## src/rtl/mod_n_pkg.sv

```systemverilog
// Shared types and helpers for the mod_n_counter family.
package mod_n_pkg;

    typedef enum logic {DIR_UP, DIR_DOWN} dir_e;

    function automatic int digit_w(int mod);
        return $clog2(mod);
    endfunction

endpackage

```

## src/rtl/mod_n_stage.sv

```systemverilog
// One mod-MOD digit of the cascade: clear/load/step with saturating load
// and a direction-aware terminal flag that also covers illegal values.
module mod_n_stage
    import mod_n_pkg::*;
#(
    parameter int MOD = 3,
    localparam int CW = digit_w(MOD)
) (
    input  logic          clk_i,
    input  logic          rst_ni,
    input  logic          clear_i,
    input  logic          load_i,
    input  logic [CW-1:0] load_val_i,
    input  logic          step_i,
    input  dir_e          dir_i,
    output logic [CW-1:0] digit_o,
    output logic          term_o,
    output logic          sat_o
);

    localparam logic [CW-1:0] MAX = CW'(MOD - 1);

    logic [CW-1:0] digit_q, digit_d;
    logic          illegal;

    // Out-of-range values count as terminal so the next step recovers them.
    assign illegal = int'(digit_q) >= MOD;
    assign term_o  = (dir_i == DIR_UP) ? (int'(digit_q) >= MOD - 1)
                                       : ((digit_q == '0) || illegal);
    assign sat_o   = int'(load_val_i) >= MOD;
    assign digit_o = digit_q;

    always_comb begin
        digit_d = digit_q;
        if (clear_i) begin
            digit_d = '0;
        end else if (load_i) begin
            digit_d = sat_o ? MAX : load_val_i;
        end else if (step_i) begin
            if (dir_i == DIR_UP) begin
                digit_d = term_o ? '0 : digit_q + CW'(1);
            end else begin
                digit_d = term_o ? MAX : digit_q - CW'(1);
            end
        end
    end

    always_ff @(posedge clk_i or negedge rst_ni) begin
        if (!rst_ni) begin
            digit_q <= '0;
        end else begin
            digit_q <= digit_d;
        end
    end

endmodule

```

## src/rtl/mod_n_cascade_counter.sv

```systemverilog
// Synchronous cascade of STAGES mod-MOD digits with up/down count, clear,
// parallel load, combinational terminal count and registered wrap/load-error pulses.
module mod_n_cascade_counter
    import mod_n_pkg::*;
#(
    parameter int MOD    = 3,
    parameter int STAGES = 2,
    localparam int CW    = digit_w(MOD)
) (
    input  logic                 clk_i,
    input  logic                 rst_ni,
    input  logic                 clear_i,
    input  logic                 en_i,
    input  logic                 dir_i,
    input  logic                 load_i,
    input  logic [STAGES*CW-1:0] load_val_i,
    output logic [STAGES*CW-1:0] count_o,
    output logic                 tc_o,
    output logic                 wrap_o,
    output logic                 load_err_o
);

    logic [STAGES-1:0] term;
    logic [STAGES-1:0] sat;
    logic [STAGES:0]   carry;
    logic              wrap_q, wrap_d;
    logic              load_err_q, load_err_d;
    dir_e              dir;

    assign dir      = dir_e'(dir_i);
    assign carry[0] = 1'b1;

    // carry[k] is high when every lower digit sits at its terminal value.
    for (genvar k = 0; k < STAGES; k++) begin : g_stage
        mod_n_stage #(.MOD(MOD)) u_stage (
            .clk_i      (clk_i),
            .rst_ni     (rst_ni),
            .clear_i    (clear_i),
            .load_i     (load_i),
            .load_val_i (load_val_i[k*CW +: CW]),
            .step_i     (en_i & carry[k]),
            .dir_i      (dir),
            .digit_o    (count_o[k*CW +: CW]),
            .term_o     (term[k]),
            .sat_o      (sat[k])
        );
        assign carry[k+1] = carry[k] & term[k];
    end

    assign tc_o = en_i & carry[STAGES];

    always_comb begin
        wrap_d     = en_i & ~clear_i & ~load_i & carry[STAGES];
        load_err_d = ~clear_i & load_i & (|sat);
    end

    always_ff @(posedge clk_i or negedge rst_ni) begin
        if (!rst_ni) begin
            wrap_q     <= 1'b0;
            load_err_q <= 1'b0;
        end else begin
            wrap_q     <= wrap_d;
            load_err_q <= load_err_d;
        end
    end

    assign wrap_o     = wrap_q;
    assign load_err_o = load_err_q;

endmodule

```

## config.mk

```make
export PLATFORM = sky130hd
export DESIGN_NAME = mod_n_cascade_counter
export DESIGN_NICKNAME = d
export VERILOG_FILES = /design/src/rtl/mod_n_pkg.sv /design/src/rtl/mod_n_stage.sv /design/src/rtl/mod_n_cascade_counter.sv
export SDC_FILE = /design/constraint.sdc
export NUM_CORES = 1
export LEC_CHECK = 0
export ABC_AREA = 1
export CORE_UTILIZATION = 24
export CTS_CLUSTER_DIAMETER = 80
export DETAILED_ROUTE_END_ITERATION = 7
export DONT_BUFFER_PORTS = 1
export GPL_TIMING_DRIVEN = 0
export PLACE_DENSITY = 0.36
export SYNTH_ARGS = -nofsm -noshare
export SYNTH_HDL_FRONTEND = slang
export SYNTH_SLANG_ARGS = --single-unit
```

## constraint.sdc

```tcl
create_clock -name clk_i -period 1.3 [get_ports clk_i]
set_clock_uncertainty 0.15 [all_clocks]
set_input_delay 0.13 -clock clk_i [delete_from_list [all_inputs] [get_ports clk_i]]
set_output_delay 0.13 -clock clk_i [all_outputs]
set_load 0.005 [all_outputs]
```

==> results_tabular.tex <==
\begin{tabular}{lr}
\hline
Metric & Value \\
\hline
\multicolumn{2}{l}{\textbf{Logic synthesis}} \\
\quad Mapped Cells & 62 \\
\quad Most frequent cell after synthesis & sky130\_fd\_sc\_hd\_\_nand2\_1 \\
\quad Post-synthesis net count & 73 \\
\quad Syn Area/Cell & 6.983 sq um \\
\quad Post-synth design cell area & 432.9 sq um \\
\quad Post-synthesis cell type with the largest combined area & sky130\_fd\_sc\_hd\_\_dfrtp\_1 \\
\quad Number of enable flip-flop cells after synthesis & 0 \\
\quad Synth cell types & 17 \\
\quad Largest cells by area after synthesis & sky130\_fd\_sc\_hd\_\_dfrtp\_1, sky130\_fd\_sc\_hd\_\_nand2\_1, sky130\_fd\_sc\_hd\_\_nand2\_2 \\
\quad Dominant synthesized flop cell & sky130\_fd\_sc\_hd\_\_dfrtp\_1 \\
\quad Most frequent cells after synthesis & sky130\_fd\_sc\_hd\_\_nand2\_1, sky130\_fd\_sc\_hd\_\_inv\_1, sky130\_fd\_sc\_hd\_\_dfrtp\_1, sky130\_fd\_sc\_hd\_\_nand3\_1 \\
\quad Proportion of netlist area held by the largest area contributor & 34.68\% \\
\quad Synthesized flop and latch total & 6 \\
\quad Synth warnings & 0 \\
\quad Share of synthesized registers carrying an async set or reset & between 90\% and 100\% \\
\quad Sequential fraction of the synthesis area & 34.68\% \\
\multicolumn{2}{l}{\textbf{Finish}} \\
\quad Final \#Nets & between 90 and 100 \\
\quad Fraction of final layout cells with drive strength greater than 1 & 37.18\% \\
\quad Layout overhead on the synthesized area & 54.91\% \\
\quad Antenna diode count & 0 \\
\quad Count of fill cells added during filler insertion & 167 \\
\multicolumn{2}{l}{\textbf{Floorplan}} \\
\quad Placeable Area & 0.001594 sq mm \\
\quad IO Count & 17 \\
\quad Die Ht & 44.47 um \\
\quad Width of the die & 44.47 um \\
\quad Initial core utilization & a little over a quarter \\
\quad Area of the die & 0.001978 sq mm \\
\quad Cell Rows & 14 \\
\multicolumn{2}{l}{\textbf{GRT}} \\
\quad Pin count of the biggest net entering global routing & 7 \\
\quad Number of antenna violations at the first check in global routing & 0 \\
\quad All-layer global routing usage & 13.54\% \\
\quad Wire length of the first global-routing pass & 1925 um \\
\quad Overflow after GRT & 0 \\
\quad Vias in the first global route & around 460 \\
\multicolumn{2}{l}{\textbf{Routing}} \\
\quad Wire length reported by the detailed router & 1122 um \\
\quad Initial DRC Count & 5 \\
\quad DRC viols & 0 \\
\quad Post-detailed-route count of antenna-violating nets & 0 \\
\quad Per-cell via count in the routed design & 4.353 \\
\quad Detail-routed net length per standard cell & between 10 and 15 um \\
\quad Number of search-and-repair iterations in the first detailed-routing pass & 4 \\
\quad Vias after detailed routing & 444 \\
\multicolumn{2}{l}{\textbf{Flow run}} \\
\quad Max-cap violations & 0 \\
\multicolumn{2}{l}{\textbf{Timing}} \\
\quad Unrepaired setup endpoints after global routing & yes \\
\quad Post-layout minimum cycle time & 1.564 ns \\
\quad Final-report hold violation count & 0 \\
\quad Max-slew violation count & 0 \\
\quad Final critical-path setup slack & -0.2645 ns \\
\quad Actual slew at the worst max-slew pin & 0.3119 ns \\
\quad Number of endpoints failing setup at the final stage & 6 \\
\quad Slew HR & between 70\% and 80\% \\
\quad Setup Total Neg Slack & -1.175 ns \\
\quad FMAX & 0.6392 GHz \\
\quad Post-route fraction of the period consumed by the critical path & 120.3\% \\
\multicolumn{2}{l}{\textbf{Worst hold path}} \\
\quad Type of the most critical hold path & in2reg \\
\multicolumn{2}{l}{\textbf{Setup path}} \\
\quad Nature of the critical path endpoint & primary output \\
\quad Critical setup path kind & reg2out \\
\quad Signal arrival time at the worst endpoint & 1.28 ns \\
\quad WP data required & just over 1 ns \\
\quad Register-to-register path setup slack & -0.21 ns \\
\quad CP Max Fanout & 4 \\
\quad Type of element launching the critical path & flop \\
\multicolumn{2}{l}{\textbf{CTS}} \\
\quad H-tree levels & 1 \\
\quad CTS Root Buffer Type & sky130\_fd\_sc\_hd\_\_clkbuf\_4 \\
\quad Number of sinks on the clock net & 6 \\
\quad Number of buffers on the longest clock path & 2 \\
\quad Insertion delay to the later sink of the worst-skew pair & 0.25 ns \\
\quad CTS tree & yes \\
\quad Clock slew at reported path FFs & 0.05 ns \\
\quad Number of buffers created by CTS & 3 \\
\multicolumn{2}{l}{\textbf{Pwr}} \\
\quad Maximum ir drop on the vdd rail & 0.6553 mV \\
\quad Design Power & 657.0 uW \\
\quad Power density of the placed cells & 979.7 mW/mm\^{}2 \\
\quad Static Leakage & $\sim$0.00031 uW \\
\multicolumn{2}{l}{\textbf{Placed design}} \\
\quad Routability Congestion & 0.7122 \\
\quad Post-DP HPWL & 810.1 um \\
\quad Number of port buffers & 0 \\
\multicolumn{2}{l}{\textbf{Outcome}} \\
\quad Violations in the final reports & setup timing \\
\quad Status & finished, violations left \\
\hline
\end{tabular}
logic make-up (layout without fill, tap and decap cells):
group | count (synthesis) | after routing | share of synthesized area, %
AOI/OAI and AO/OA | 8 | 8 | 11.56
xor gates and xnor gates | 1 | 1 | 2.023
DFF | 6 | 6 | 34.68
and+or+nand+nor | 37 | 37 | 41.04
adders and majority gates | 1 | 1 | 2.890
buffers and inverters | 9 | 25 | 7.803
flip-flops by register name, summed over array words and instances (netlist names):
name                     count
load_err_o                   1
wrap_o                       1
g_stage.u_stage.digit_o      4
critical path, stage by stage, from the launching register on:
cell,delay [ns]
sky130_fd_sc_hd__dfrtp_2,0.46
sky130_fd_sc_hd__ha_4,0.31
sky130_fd_sc_hd__nand2_4,0.06
sky130_fd_sc_hd__nand2_4,0.05
sky130_fd_sc_hd__nand2_4,0.05
sky130_fd_sc_hd__nor2_4,0.10
placed cells by master (no fill, tap or decap):
master / n
sky130_fd_sc_hd__nand2_4: 3
sky130_fd_sc_hd__clkbuf_4: 3
sky130_fd_sc_hd__o21a_1: 1
sky130_fd_sc_hd__buf_4: 4
sky130_fd_sc_hd__a21oi_1: 2
sky130_fd_sc_hd__ha_4: 1
sky130_fd_sc_hd__nand2_2: 4
sky130_fd_sc_hd__nand4_1: 1
sky130_fd_sc_hd__nor3_2: 1
sky130_fd_sc_hd__xnor2_2: 1
sky130_fd_sc_hd__inv_1: 7
sky130_fd_sc_hd__inv_2: 2
sky130_fd_sc_hd__dlygate4sd3_1: 8
sky130_fd_sc_hd__o21ai_2: 1
sky130_fd_sc_hd__buf_6: 1
sky130_fd_sc_hd__nor2_1: 4
sky130_fd_sc_hd__nand3_1: 6
sky130_fd_sc_hd__dfrtp_2: 3
sky130_fd_sc_hd__o21ai_4: 1
sky130_fd_sc_hd__nor2_4: 2
sky130_fd_sc_hd__o21ai_1: 1
sky130_fd_sc_hd__nand2_1: 16
sky130_fd_sc_hd__dfrtp_1: 3
sky130_fd_sc_hd__a21oi_2: 2
what timing repair did:
action | 4_1_cts | 5_1_grt
buffers inserted | 3 | 2
gates resized for setup | 7 | 9
hold buffers | 7 | 1
hold endpoints to repair | 12 | 1
pin swaps | 8 | 7
setup endpoints to repair | 6 | 6
per-layer routing:
metal / routed length (um) / global-route usage [%] / part of all wire, %
met2: 500 / 20.88 / 45
met1: 543 / 17.33 / 48
met4: 0 / 1.818 / 0
met5: 0 / 0 / 0
met3: 77 / 6.939 / 6.9
final cells by class:
type	count	area (sq um)	share of cell area, %
clock buffer	3	22.52	3.358
inverter	9	33.78	5.037
multi-input combinational	47	309.0	46.08
sequential	6	153.9	22.95
tap	24	30.03	4.478
timing repair buffer	13	121.4	18.10
stage by stage:
step	cells	setup slack, ns	util (%)	instance area (sq um)	hold slack (ns)
detailed placement	86	-0.1413	29.83	475.5	-0.3154
finish	102	-0.2645	42.07	670.6	0.002012
global placement	86	-0.1305	29.83	475.5	-0.3154
CTS	99	-0.2591	38.70	616.8	-0.05329
floorplan	62	-0.03146	-	445.4	-0.3156
global route	102	-0.3287	42.07	670.6	0.005276
worst paths after layout:
| check | start | cells past startpoint | to |
|---|---|---|---|
| min in group asynchronous | rst_ni | 1 | wrap_o$_DFF_PN0_ |
| worst min-delay path | dir_i | 2 | wrap_o$_DFF_PN0_ |
| max in group asynchronous | rst_ni | 1 | g_stage[1].u_stage.digit_o[0]$_DFFE_PN0P_ |
| worst min register to register | g_stage[1].u_stage.digit_o[1]$_DFFE_PN0P_ | 2 | g_stage[1].u_stage.digit_o[1]$_DFFE_PN0P_ |
| worst max-delay path | g_stage[0].u_stage.digit_o[1]$_DFFE_PN0P_ | 5 | tc_o |
| worst max register to register | g_stage[0].u_stage.digit_o[1]$_DFFE_PN0P_ | 8 | g_stage[1].u_stage.digit_o[0]$_DFFE_PN0P_ |
where the power goes:
group	internal [uW]	leakage [uW]	switching, uW
Combinational	126	0.000225	117
Clock	105	0.0000138	75.2
Sequential	206	0.0000752	27.6
Total	437	0.000314	220
(Power assumes the default switching activity.)
